[src/rtl/power_pkg.sv]
// Shared constants for the square-and-multiply power unit and the operation mux.
package power_pkg;

    localparam int DEF_WIDTH  = 16;
    localparam int DEF_RWIDTH = 32;

    localparam logic [1:0] ST_IDLE = 2'd0;
    localparam logic [1:0] ST_RUN  = 2'd1;
    localparam logic [1:0] ST_DONE = 2'd2;

endpackage

[src/rtl/power_mul_ovf.sv]
// Unsigned RWIDTH x RWIDTH multiplier returning the truncated product and a flag
// telling whether any bit of the discarded high half is set.
module power_mul_ovf #(
    parameter int RWIDTH = power_pkg::DEF_RWIDTH
) (
    input  logic [RWIDTH-1:0] a,
    input  logic [RWIDTH-1:0] b,
    output logic [RWIDTH-1:0] lo,
    output logic              hi_nz
);

    logic [2*RWIDTH-1:0] full;

    always_comb begin
        full  = {{RWIDTH{1'b0}}, a} * {{RWIDTH{1'b0}}, b};
        lo    = full[RWIDTH-1:0];
        hi_nz = |full[2*RWIDTH-1:RWIDTH];
    end

endmodule

[src/rtl/power_sqm.sv]
// Sign-magnitude base raised to an unsigned exponent by right-to-left
// square-and-multiply, with start/busy/done handshake, abort and exact overflow.
module power_sqm
    import power_pkg::*;
#(
    parameter int WIDTH  = DEF_WIDTH,
    parameter int RWIDTH = DEF_RWIDTH
) (
    input  logic              clk,
    input  logic              rst,
    input  logic              start,
    input  logic              abort,
    input  logic [WIDTH-1:0]  base_mag,
    input  logic              base_sign,
    input  logic [WIDTH-1:0]  exp,
    output logic              busy,
    output logic              done,
    output logic [RWIDTH-1:0] result,
    output logic              result_sign,
    output logic              overflow
);

    logic [1:0]        state_q, state_d;
    logic [RWIDTH-1:0] b_q, b_d;
    logic [WIDTH-1:0]  e_q, e_d;
    logic [RWIDTH-1:0] acc_q, acc_d;
    logic              ovf_q, ovf_d;
    logic              bovf_q, bovf_d;
    logic              sgn_q, sgn_d;
    logic [RWIDTH-1:0] result_q, result_d;
    logic              result_sign_q, result_sign_d;
    logic              overflow_q, overflow_d;

    logic [RWIDTH-1:0] acc_lo, sq_lo;
    logic              acc_hi, sq_hi;

    power_mul_ovf #(.RWIDTH(RWIDTH)) u_acc_mul (
        .a     (acc_q),
        .b     (b_q),
        .lo    (acc_lo),
        .hi_nz (acc_hi)
    );

    power_mul_ovf #(.RWIDTH(RWIDTH)) u_sq_mul (
        .a     (b_q),
        .b     (b_q),
        .lo    (sq_lo),
        .hi_nz (sq_hi)
    );

    always_comb begin
        state_d       = state_q;
        b_d           = b_q;
        e_d           = e_q;
        acc_d         = acc_q;
        ovf_d         = ovf_q;
        bovf_d        = bovf_q;
        sgn_d         = sgn_q;
        result_d      = result_q;
        result_sign_d = result_sign_q;
        overflow_d    = overflow_q;

        case (state_q)
            ST_IDLE: begin
                if (start) begin
                    b_d     = RWIDTH'(base_mag);
                    e_d     = exp;
                    acc_d   = RWIDTH'(1);
                    ovf_d   = 1'b0;
                    bovf_d  = 1'b0;
                    sgn_d   = base_sign & exp[0];
                    state_d = (exp == '0) ? ST_DONE : ST_RUN;
                end
            end
            ST_RUN: begin
                // A squared term that overflowed only matters once it is folded in.
                if (e_q[0]) begin
                    acc_d = acc_lo;
                    ovf_d = ovf_q | acc_hi | bovf_q;
                end
                b_d    = sq_lo;
                bovf_d = bovf_q | sq_hi;
                e_d    = e_q >> 1;
                if (e_d == '0) state_d = ST_DONE;
            end
            ST_DONE: state_d = ST_IDLE;
            default: state_d = ST_IDLE;
        endcase

        // Load outputs on entry to DONE so they are valid alongside the done pulse.
        if (state_d == ST_DONE) begin
            result_d      = acc_d;
            overflow_d    = ovf_d;
            result_sign_d = sgn_d & (acc_d != '0);
        end

        if (abort) begin
            state_d       = ST_IDLE;
            result_d      = '0;
            result_sign_d = 1'b0;
            overflow_d    = 1'b0;
        end
    end

    always_ff @(posedge clk or posedge rst) begin
        if (rst) begin
            state_q       <= ST_IDLE;
            b_q           <= '0;
            e_q           <= '0;
            acc_q         <= '0;
            ovf_q         <= 1'b0;
            bovf_q        <= 1'b0;
            sgn_q         <= 1'b0;
            result_q      <= '0;
            result_sign_q <= 1'b0;
            overflow_q    <= 1'b0;
        end else begin
            state_q       <= state_d;
            b_q           <= b_d;
            e_q           <= e_d;
            acc_q         <= acc_d;
            ovf_q         <= ovf_d;
            bovf_q        <= bovf_d;
            sgn_q         <= sgn_d;
            result_q      <= result_d;
            result_sign_q <= result_sign_d;
            overflow_q    <= overflow_d;
        end
    end

    assign busy        = (state_q != ST_IDLE);
    assign done        = (state_q == ST_DONE) & ~abort;
    assign result      = result_q;
    assign result_sign = result_sign_q;
    assign overflow    = overflow_q;

endmodule
[config.mk]
export PLATFORM = sky130hd
export DESIGN_NAME = power_sqm
export DESIGN_NICKNAME = d
export VERILOG_FILES = /design/src/rtl/power_pkg.sv /design/src/rtl/power_mul_ovf.sv /design/src/rtl/power_sqm.sv
export SDC_FILE = /design/constraint.sdc
export NUM_CORES = 2
export LEC_CHECK = 0
export ABC_AREA = 1
export CORE_UTILIZATION = 65
export DETAILED_ROUTE_END_ITERATION = 8
export PLACE_DENSITY = 0.82
export SYNTH_ARGS = -nofsm -noshare
export SYNTH_HDL_FRONTEND = slang
export SYNTH_HIERARCHICAL = 1
export SYNTH_SLANG_ARGS = --single-unit
[constraint.sdc]
create_clock -name clk -period 7.8 [get_ports clk]
set_clock_uncertainty 0.15 [all_clocks]
set_input_delay 1.95 -clock clk [delete_from_list [all_inputs] [get_ports clk]]
set_output_delay 1.95 -clock clk [all_outputs]
set_load 0.005 [all_outputs]
==> flow_summary.json <==
{
  "wire_per_inst_um": 19.40,
  "grt_max_degree": 50,
  "clk_pin_slew_ps": 70,
  "core_area_sq_um": 116400,
  "nets": 12760,
  "critPathKind": "flip-flop to flip-flop",
  "register_area_sq_um": 3112,
  "worstPathMaxFanout": 6,
  "grtUsageTotal_pct": 38.61,
  "cpPeakStageDelay_ps": 580,
  "rsz0062_at_grt": "yes",
  "met3_usage_pct": 5.757,
  "multi_input_area_sq_um": 60780,
  "r2r_cells": 35,
  "setup-violations-final": 0,
  "cts_max_path_buffers": 2,
  "fp.dieH_um": 345.1,
  "port_buffers": 72,
  "utilization_pct": 72.60,
  "async_flop_share_pct": 100.0,
  "synthCells": 10240,
  "antenna_left": 0,
  "row_count": 125,
  "yosysMostFrequentCell": "nand2_1",
  "drive_above_1_share_pct": 8.820,
  "synth_seq_area_share_pct": 3.893,
  "grt_pass1_vias": 70710,
  "end_kind": "flip-flop",
  "gp_congestion": 1.021,
  "slowest_stage": "fa_1",
  "avgSynthCellArea_sq_um": 7.467,
  "hold_viol_final": 0,
  "syn_nets": 12600,
  "drt_drc_violations_left": 0,
  "synth_area_leader_cell": "fa_1",
  "hold_end": "e_q[14]",
  "hp-start": "e_q[14]",
  "synth_top_area_share_pct": 46.90,
  "grt_pass1_wl_um": 360500,
  "final_area_sq_um": 84480,
  "status": "completed",
  "top_level_ports": 73,
  "hold_path_class": "flip-flop to flip-flop",
  "h-tree-depth": 4,
  "place_inst": 11830,
  "hold_buffers": 0,
  "fin_cells": 11950,
  "syn_to_final_growth_pct": 10.44,
  "overflow": 0,
  "synth_seq_cells": 119,
  "met1_usage_pct": 46.16,
  "cp.arrival_ps": 7920,
  "yosys-top-cells-area": "fa_1 47%, nand2_1 16%, inv_1 16%, ha_1 8.6%, dfrtp_1 3.9%",
  "min_path_cells": 2,
  "antenna_found_initial": 5,
  "die_x_um": 345.1,
  "critPathLaunchType": "flip-flop",
  "required_ps": 7970,
  "tightestPinTransition_ps": 1068,
  "via_per_inst": 5.447,
  "grt_use_met2_pct": 69.11,
  "max_cap_violations": 0,
  "cts_root_buf": "clkbuf_16",
  "synth_area_sq_um": 76490,
  "dieArea_sq_um": 119100,
  "final.period_utilization_pct": 99.38,
  "nFillCells": 8678,
  "place_area_sq_um": 81670,
  "synth_edf_count": 0,
  "wl_um": 231800,
  "synth_cell_types": 51,
  "insertion_delay_ps": 480,
  "drtIter0Drc": 5988,
  "initial_utilization_pct": 65.74,
  "clock.fmax_mhz": 129.0,
  "rr_startpoint": "b_q[9]",
  "num_vias": 65060,
  "hpwl_um": 184800,
  "slew_viol_final": 0,
  "gr-max-usage-layer": "met2",
  "yosys-top-cells-count": "3249 x nand2_1, 3197 x inv_1, 1792 x fa_1",
  "ys.flop_type": "dfrtp_1",
  "cts_tree": "built",
  "fin_tns_setup_ps": 0,
  "dr.pass1.iters": 8,
  "slew_headroom_pct": 28.65,
  "fin_crit_ps": 7752,
  "cts_inserted_buffers": 17,
  "r2r-end": "overflow",
  "r2r_slack_ps": 50,
  "clock_sinks": 119,
  "yosys_warnings": 6
}
cell families after synthesis:
family	after synthesis	share of synthesized area, %
flip-flops	119	3.893
buffers and inverters	3660	18.02
XOR/XNOR	64	0.7328
AND/OR/NAND/NOR	3838	19.96
adder cells (fa/ha/maj)	2318	55.50
AO/OA/AOI/OAI	245	1.893
worst max path at each step:
stage | start | endpoint | slack (ps)
finish | b_q[9] | overflow | 50
global route | b_q[22] | overflow | -240
CTS | b_q[15] | overflow | 4
detailed placement | b_q[7] | overflow | -200
global placement | b_q[2] | overflow | -80
floorplan | b_q[6] | overflow | 730
cell usage in the layout, fill, tap and decap left out, types with 9 or more instances in the layout:
master           count
buf_4              345
nor3_1              13
nand2_4              9
fa_2                17
inv_1             3191
nor2_4              38
a21oi_1             92
o221ai_1            11
nand2_1           3189
buf_6               24
buf_12              87
ha_1               491
nor2_1             176
buf_8               12
ha_4                27
a22o_1              16
fa_1              1775
dfrtp_4             33
nand3b_1            18
o21ai_0             64
inv_2               47
nor2_2              54
nand4_1             25
dfrtp_1             78
a22oi_1             13
o21bai_1            11
xor2_1              57
nand2_2             99
clkbuf_16           24
a21oi_2             16
clkdlybuf4s50_1     72
nand3_1            174
nand3_2             12
critical path: cells and delay by family, from the launching register on:
kind | cells | cell delay [ps]
AOI/OAI and AO/OA | 2 | 220
adders and majority gates | 9 | 4510
buffers and inverters | 8 | 750
DFF | 1 | 540
and+or+nand+nor | 16 | 1430
registers in the layout, summed over array words and instances, names as in the netlist:
signal and count:
acc_q 32, b_q 32, result 32, e_q 16, state_q 2, bovf_q 1
overflow 1, ovf_q 1, result_sign 1, sgn_q 1
per-layer routing:
layer / share of wire, % / up-vias
met2: 50 / 3675
met5: 0 / -
met1: 35 / 31810
met3: 9.3 / 957
li1: - / 28620
met4: 5.8 / 0
area by class of cell:
type,instances,area share [%]
tap,1524,2.257
inverter,3245,14.42
sequential,119,3.684
clock buffer,17,0.5036
multi-input combinational,6465,71.95
antenna,1,0.002962
timing repair buffer,559,6.967
clock inverter,15,0.2088
through the flow:
stage / hold WS, ps / setup WS, ps
6_report: 345.7 / 48.45
5_1_grt: 364.1 / -242.4
4_1_cts: 347.6 / 3.924
3_5_place_dp: 329.6 / -200.5
3_3_place_gp: 323.0 / -80.48
2_1_floorplan: 309.0 / 729.1
repair_timing:
item | CTS | global route
setup buffers | 13 | 63
gates cloned | 0 | 7
pin swaps | 0 | 72
setup endpoints to repair | 4 | 7
resized for setup | 30 | 275
Power is left out: the tool's default activity adds up to more than one toggle a clock period on the data nets, which glitch-free logic cannot reach.
